==> src/rtl/bus_serial_target.sv <==
// bus_serial_target: target end of the serial command bus.
// Deserializes one MSB-first address/data frame, framed by a single-cycle
// start strobe on the first bit, and hands the word to local logic through
// a single-entry valid/ready holding register. Malformed frames raise a
// one-cycle frame_err pulse. A completed frame that finds the holding
// register still full is dropped, and this raises a one-cycle overrun pulse.
module bus_serial_target #(
  parameter int WIDTH = 8,
  parameter int CMD_W = 2,
  parameter logic [CMD_W-1:0] CMD_IDLE = '0
) (
  input  logic             clk,
  input  logic             rst,
  input  logic             start,
  input  logic [CMD_W-1:0] cmd,
  input  logic             addr,
  input  logic             data,
  output logic             rx_valid,
  input  logic             rx_ready,
  output logic [CMD_W-1:0] rx_cmd,
  output logic [WIDTH-1:0] rx_addr,
  output logic [WIDTH-1:0] rx_data,
  output logic             busy,
  output logic             frame_err,
  output logic             overrun
);

  // The bit counter holds the index of the next bit still to be sampled.
  // It must be able to hold WIDTH-2 at most.
  localparam int CNT_W = (WIDTH > 2) ? $clog2(WIDTH) : 1;
  localparam logic [CNT_W-1:0] CNT_INIT = CNT_W'(WIDTH - 2);
  localparam logic [CNT_W-1:0] CNT_ONE  = CNT_W'(1);

  localparam logic [0:0] ST_IDLE  = 1'b0;
  localparam logic [0:0] ST_SHIFT = 1'b1;

  logic [0:0]       state, state_next;
  logic [WIDTH-1:0] sa, sa_next;
  logic [WIDTH-1:0] sd, sd_next;
  logic [CMD_W-1:0] lc, lc_next;
  logic [CNT_W-1:0] cnt, cnt_next;
  logic             err_next;
  logic             complete;
  logic             load;

  // The shift registers with the current serial bit appended. On the last
  // bit of a frame, these are the complete words.
  logic [WIDTH-1:0] sa_shift;
  logic [WIDTH-1:0] sd_shift;
  assign sa_shift = {sa[WIDTH-2:0], addr};
  assign sd_shift = {sd[WIDTH-2:0], data};

  // Frame sequencing: start a frame, shift in its bits, detect protocol errors.
  always_comb begin
    state_next = state;
    sa_next    = sa;
    sd_next    = sd;
    lc_next    = lc;
    cnt_next   = cnt;
    err_next   = 1'b0;
    complete   = 1'b0;
    if (start) begin
      // A strobe seen mid-frame throws away the partial frame. The cycle
      // then counts as the first bit of a fresh frame.
      if (state == ST_SHIFT) begin
        err_next = 1'b1;
      end
      if (cmd != CMD_IDLE) begin
        sa_next    = sa_shift;
        sd_next    = sd_shift;
        lc_next    = cmd;
        cnt_next   = CNT_INIT;
        state_next = ST_SHIFT;
      end else begin
        err_next   = 1'b1;
        state_next = ST_IDLE;
      end
    end else if (state == ST_SHIFT) begin
      if (cmd != lc) begin
        // The command must stay the same for the whole frame.
        err_next   = 1'b1;
        state_next = ST_IDLE;
      end else begin
        sa_next  = sa_shift;
        sd_next  = sd_shift;
        cnt_next = cnt - CNT_ONE;
        if (cnt == '0) begin
          complete   = 1'b1;
          state_next = ST_IDLE;
        end
      end
    end
  end

  // The holding register can take a new word if it is empty now, or if it
  // is being emptied in this same cycle.
  assign load = complete && (!rx_valid || rx_ready);

  // Frame state registers.
  always_ff @(posedge clk or posedge rst) begin
    if (rst) begin
      state <= ST_IDLE;
      sa    <= '0;
      sd    <= '0;
      lc    <= CMD_IDLE;
      cnt   <= '0;
    end else begin
      state <= state_next;
      sa    <= sa_next;
      sd    <= sd_next;
      lc    <= lc_next;
      cnt   <= cnt_next;
    end
  end

  // Holding register and registered status pulses.
  always_ff @(posedge clk or posedge rst) begin
    if (rst) begin
      rx_valid  <= 1'b0;
      rx_cmd    <= CMD_IDLE;
      rx_addr   <= '0;
      rx_data   <= '0;
      frame_err <= 1'b0;
      overrun   <= 1'b0;
    end else begin
      frame_err <= err_next;
      overrun   <= complete && !load;
      if (load) begin
        rx_valid <= 1'b1;
        rx_cmd   <= lc;
        rx_addr  <= sa_shift;
        rx_data  <= sd_shift;
      end else if (rx_valid && rx_ready) begin
        rx_valid <= 1'b0;
      end
    end
  end

  assign busy = (state == ST_SHIFT);

endmodule

==> config.mk <==
export PLATFORM = sky130hd
export DESIGN_NAME = bus_serial_target
export DESIGN_NICKNAME = d
export VERILOG_FILES = /design/src/rtl/bus_serial_target.sv
export SDC_FILE = /design/constraint.sdc
export NUM_CORES = 1
export LEC_CHECK = 0
export BUFFER_PORTS_ARGS = -buffer_cell sky130_fd_sc_hd__buf_2
export CAP_MARGIN = 20
export CORE_ASPECT_RATIO = 0.9
export CORE_UTILIZATION = 50
export CTS_CLUSTER_DIAMETER = 60
export DETAILED_ROUTE_END_ITERATION = 8
export GPL_ROUTABILITY_DRIVEN = 0
export MAX_ROUTING_LAYER = met4
export PLACE_DENSITY = 0.73
export SLEW_MARGIN = 25
export SYNTH_ARGS = -nofsm -noshare
export SYNTH_HDL_FRONTEND = slang
export SYNTH_SLANG_ARGS = --single-unit
==> constraint.sdc <==
create_clock -name clk -period 2.3 [get_ports clk]
set_clock_uncertainty 0.2 [all_clocks]
set_input_delay 0.23 -clock clk [delete_from_list [all_inputs] [get_ports clk]]
set_output_delay 0.23 -clock clk [all_outputs]
set_load 0.03 [all_outputs]
# == Word level (Yosys, flattened, before mapping) ==
# Index checks and enable logic that the tools add are counted.
# word_totals
regBits,41
inputBits,8
output_inout_bits,22
# op_classes
addsub,1
n_eq_ne,3
mux,28
reduce_logical,12
# op_table
op,n
two-way mux 7 bit,8
two-way mux 1 bit,16
two-way mux 3 bit,4
nonzero test 2 bit,3
logical AND 1 bit,3
logical NOT 3 bit,1
AND reduction 3 bit,1
subtractor 3 x 1 -> 3 bit (second input constant),1
logical NOT 1 bit,2
inequality test 2 x 1 -> 1 bit (second input constant),1
inequality test 2 bit,1
inequality test 2 bit (second input constant),1
AND reduction 2 bit,1
logical OR 1 bit,1

# == Depth between registers and ports, before layout ==
# logic_depth
ltp_word,8
depth_mapped,6
mapped_depth_nobuf,5

# == Worst setup path after synthesis ==
# No wires, ideal clock.
# synth_path
path_type,reg-to-reg
startpoint,register lc[1]
endpoint,register sa[1]
setup_ps,128
arrival_ps,1543
required_time_ps,1972
slack_ps,430
stages_incl_launch_ff,6
path_buffers,1
cell_sequence,dfrtp_1 xnor2_2 nand3_1 a21oi_2 buf_4 mux2_1
# synth_via
elab_chain_cells,3
# synth_lines
item,line,source
from (decl),40,"logic [CMD_W-1:0] lc, lc_next;"
from (signal assigned),111,lc <= lc_next;
inequality test 2 bit,79,if (cmd != lc) begin
inequality test 2 bit (no line),-,
AND reduction 3 bit (no line),-,
to (signal assigned),109,sa <= sa_next;
to (decl),38,"logic [WIDTH-1:0] sa, sa_next;"
# Every way passes these cells.
# A chain may end at the register's enable or synchronous reset.

# == Worst setup path after layout ==
# layout_path
startpoint,input start
endpoint,register rx_data[7]
# layout_via
elab_chain_cells,2
# layout_lines
item,line,source
from (decl),14,"input logic start,"
two-way mux 1 bit,62,if (start) begin
logical AND 1 bit,97,assign load = complete && (!rx_valid || rx_ready);
to (signal assigned),132,rx_data <= sd_shift;
to (decl),22,"output logic [WIDTH-1:0] rx_data,"
# Every way passes these cells.

==> reports/summary.log <==
[synthesis] number of flops mapped to enable cells by yosys 0
[flow_run] number of max-cap violations 0
[detailed_routing] Avg WL per Cell 13.39 um
[clock_network] total clock buffers created by CTS 5
[worst_hold_path] worst hold endpoint frame_err
[clock_network] worst skew pair latency 0.30 ns
[worst_hold_path] start point of the worst min-delay path cmd[0]
[timing] post-route setup slack 0.1729 ns
[timing] Fin. Hold Viols 0
[timing] maximum achievable frequency 470.1 MHz
[power_and_ir_drop] peak ir drop on the vdd network 0.6163 mV
[clock_network] clock buffer depth 2
[global_routing] pin count of the biggest net entering global routing 42
[setup_path] family with the most delay on the worst path buffers and inverters
[layout] final core occ 0.6498
[setup_path] critical path buffer and inverter count 3
[detailed_routing] routed length on met2 1284 um
[power_and_ir_drop] leak pwr 1.070 nW
[timing] Max transition margin 0.6671
[placement] half-perimeter wire length after detailed placement 1857 um
[clock_network] maximum level of the CTS H-tree 2
[synthesis] syn_nets 128
[timing] unrepaired setup endpoints after global routing no
[global_routing] global-route wire length before repair 4685 um
[layout] Diodes inserted 0
[timing] # setup viols final 0
[synthesis] fraction of synthesis flops using an asynchronous set or reset pin 1.000
[detailed_routing] Detailed Routing Iterations Pass 1 3
[setup_path] critical path class input pin to flip-flop
[floorplanning] die span in y 57.45 um
[setup_path] crit path max fanout 18
[detailed_routing] via count 1021
[layout] synthesis-to-layout area growth 20.29%
[setup_path] path depth of the worst reg2reg path 4
[synthesis] cell type with the largest total area after synthesis dfrtp_1
[clock_network] cell chosen for the clock root clkbuf_8
[detailed_routing] average vias per placed instance 5.105
[synthesis] register bit count reported by yosys 41
[synthesis] combinational family with the most area after synthesis multiplexers
[clock_network] clk sinks 41
[placement] setup slack after placement 0.2758 ns
[clock_network] post-CTS setup buffer count 0
[setup_path] r2r startpoint lc[1]
[setup_path] capture instance of the worst register-to-register path rx_data[7]
[synthesis] Yosys warning total 0
[synthesis] Mean Syn Cell Area 14.47 um2
[floorplanning] starting density of the core 0.5402
[synthesis] count of mapped cells out of synthesis 118
[floorplanning] number of primary I/O pins 30
[placement] port bufs 29
[timing] Tcrit/Tclk final 0.9248
[detailed_routing] drt drc 0
[synthesis] Area contributors post-synth dfrtp_1, mux2_4, mux2_2, mux2_1, nand2_1
[timing] slew at the pin closest to its max-slew limit 0.4994 ns
[worst_hold_path] number of instances on the worst hold path 2
[setup_path] kind of end point of the critical path flip-flop
[timing] post-layout min period 2.127 ns
[synthesis] share of synthesized area occupied by flip-flops and latches 0.6007
[floorplanning] core area 3162 um2
[layout] fraction of final layout cells sized beyond drive strength 1 0.4177
[setup_path] launching element type of the critical path input pin
[synthesis] top flip-flop cell by instance count after synthesis dfrtp_1
[floorplanning] die footprint 3654 um2
[power_and_ir_drop] total power per unit cell area 852.7 nW/um2
[timing] Total Neg Setup Slack 0 ns
[setup_path] arrival time of data at the critical path endpoint 2.12 ns
[detailed_routing] detailed-routed wire length on met3 98 um
[global_routing] antenna violations before repair 0
[timing] Pins Over Slew Limit 0
[setup_path] cell at the slowest stage of the critical path dlygate4sd3_1
[detailed_routing] count of routing violations after the opening detailed-route iteration 51
[setup_path] Register-to-Register Setup Slack 0.26 ns
[floorplanning] chip width 63.61 um
[detailed_routing] final routed wirelength across all metal layers 2678 um
[synthesis] count leader, synth dfrtp_1
[synthesis] area share of fa/ha/maj cells after synthesis 0.01465
[detailed_routing] top routing layer used met4
[setup_path] cells along the critical path dlygate4sd3_1 > buf_2 > inv_1 > and4_1 > nand3_4 > mux2_4
[status] result of the run finished, final reports clean
[setup_path] endpoint required time on the critical path 2.29 ns
[setup_path] largest incremental delay on the critical path 0.53 ns
[synthesis] xor/xnor cell area share of the yosys netlist 0.01465
[synthesis] multiplexer share of the synthesized area 0.2330
[synthesis] area share of the leading cell type in the synthesized netlist 0.6007
[synthesis] fraction of the mapped netlist area in compound gates 0.03516
[synthesis] Netlist Area Pre-Place 1708 um2
[synthesis] post-synthesis cell type count 24
[synthesis] commonest cells in the synthesized netlist dfrtp_1, mux2_2, mux2_4, nand2_1, mux2_1
[clock_network] clock tree from TritonCTS yes
[floorplanning] cell row count 19
[synthesis] simple logic cell fraction of the synthesized area 0.07546
[detailed_routing] final antenna-violating net count 0
[global_routing] Global Route Usage Sum 0.1864
[global_routing] number of global-route vias before repair 1036
[detailed_routing] detailed-routing wirelength on met1 1212 um
[worst_hold_path] worst min path class input pin to flip-flop
[global_routing] Remaining Overflow, GRT 0
[layout] post-layout net count 167
[clock_network] CTS clk-pin slew, worst paths 0.08 ns
[worst max-delay path by stage]
| stage | depth (start not counted) | from | to | slack [ns] |
|---|---|---|---|---|
| floorplan | 5 | lc[1] | sa[1] | 0.43 |
| global placement | 4 | lc[1] | rx_data[0] | 0.33 |
| detailed placement | 4 | lc[1] | rx_data[7] | 0.28 |
| CTS | 6 | start | rx_addr[4] | 0.18 |
| global route | 6 | start | rx_addr[5] | 0.1 |
| finish | 6 | start | rx_data[7] | 0.17 |
[logic make-up after synthesis]
logic type               after synthesis
flip-flops                            41
XOR/XNOR                               2
AO/OA/AOI/OAI                         10
buffers and inverters                  8
AND/OR/NAND/NOR                       23
adder cells (fa/ha/maj)                2
multiplexers                          32
[layer usage]
metal,global-route usage,vias to the layer above
li1,-,481
met1,0.2238,510
met2,0.2675,21
met3,0.06000,9
met4,0.1266,0
met5,-,-
[cell usage in the layout (no fill, tap or decap), types with 2 or more instances in the layout]
| master | instances |
|---|---|
| dfrtp_1 | 41 |
| buf_2 | 29 |
| mux2_2 | 13 |
| mux2_4 | 10 |
| nand2_1 | 10 |
| mux2_1 | 9 |
| clkbuf_8 | 6 |
| inv_1 | 5 |
| a21oi_1 | 4 |
| dlygate4sd3_1 | 4 |
| nand2b_1 | 3 |
| nor2_1 | 3 |
| o21ai_0 | 3 |
| nand3_1 | 2 |
| ha_1 | 2 |
| buf_4 | 2 |
[timing repair]
item                      4_1_cts  5_1_grt
gates resized for setup         0        0
hold endpoints to repair       46        0
hold buffers                    4        0
[metrics by stage]
stage	area, um2	power (mW)	hold WS, ns	cells
3_5_place_dp	1894	1.164	0.1856	188
4_1_cts	2054	1.776	0.01456	200
5_1_grt	2054	1.842	0.01515	200
6_report	2054	1.752	0.01337	200
2_1_floorplan	1708	1.089	0.1380	118
3_3_place_gp	1894	1.145	0.1702	188
[layout make-up]
class	count	area, um2
Inverter	5	18.77
Fill cell	251	1107
Timing Repair Buffer	35	200.2
Clock buffer	6	82.58
Sequential cell	41	1026
Tap cell	42	52.55
Multi-Input combinational cell	69	636.9
Clock inverter	2	37.54
[flip-flops by register name (all words and copies together), names as in the netlist, 2 cells and up]
| register | count |
|---|---|
| rx_data | 8 |
| rx_cmd | 2 |
| sa | 7 |
| rx_addr | 8 |
| cnt | 3 |
| sd | 7 |
| lc | 2 |
[power by group]
group	internal [mW]	total, mW	switching, mW
sequential	0.842	0.925	0.0824
clock	0.353	0.605	0.252
combinational	0.119	0.222	0.103
(Power assumes the default switching activity.)
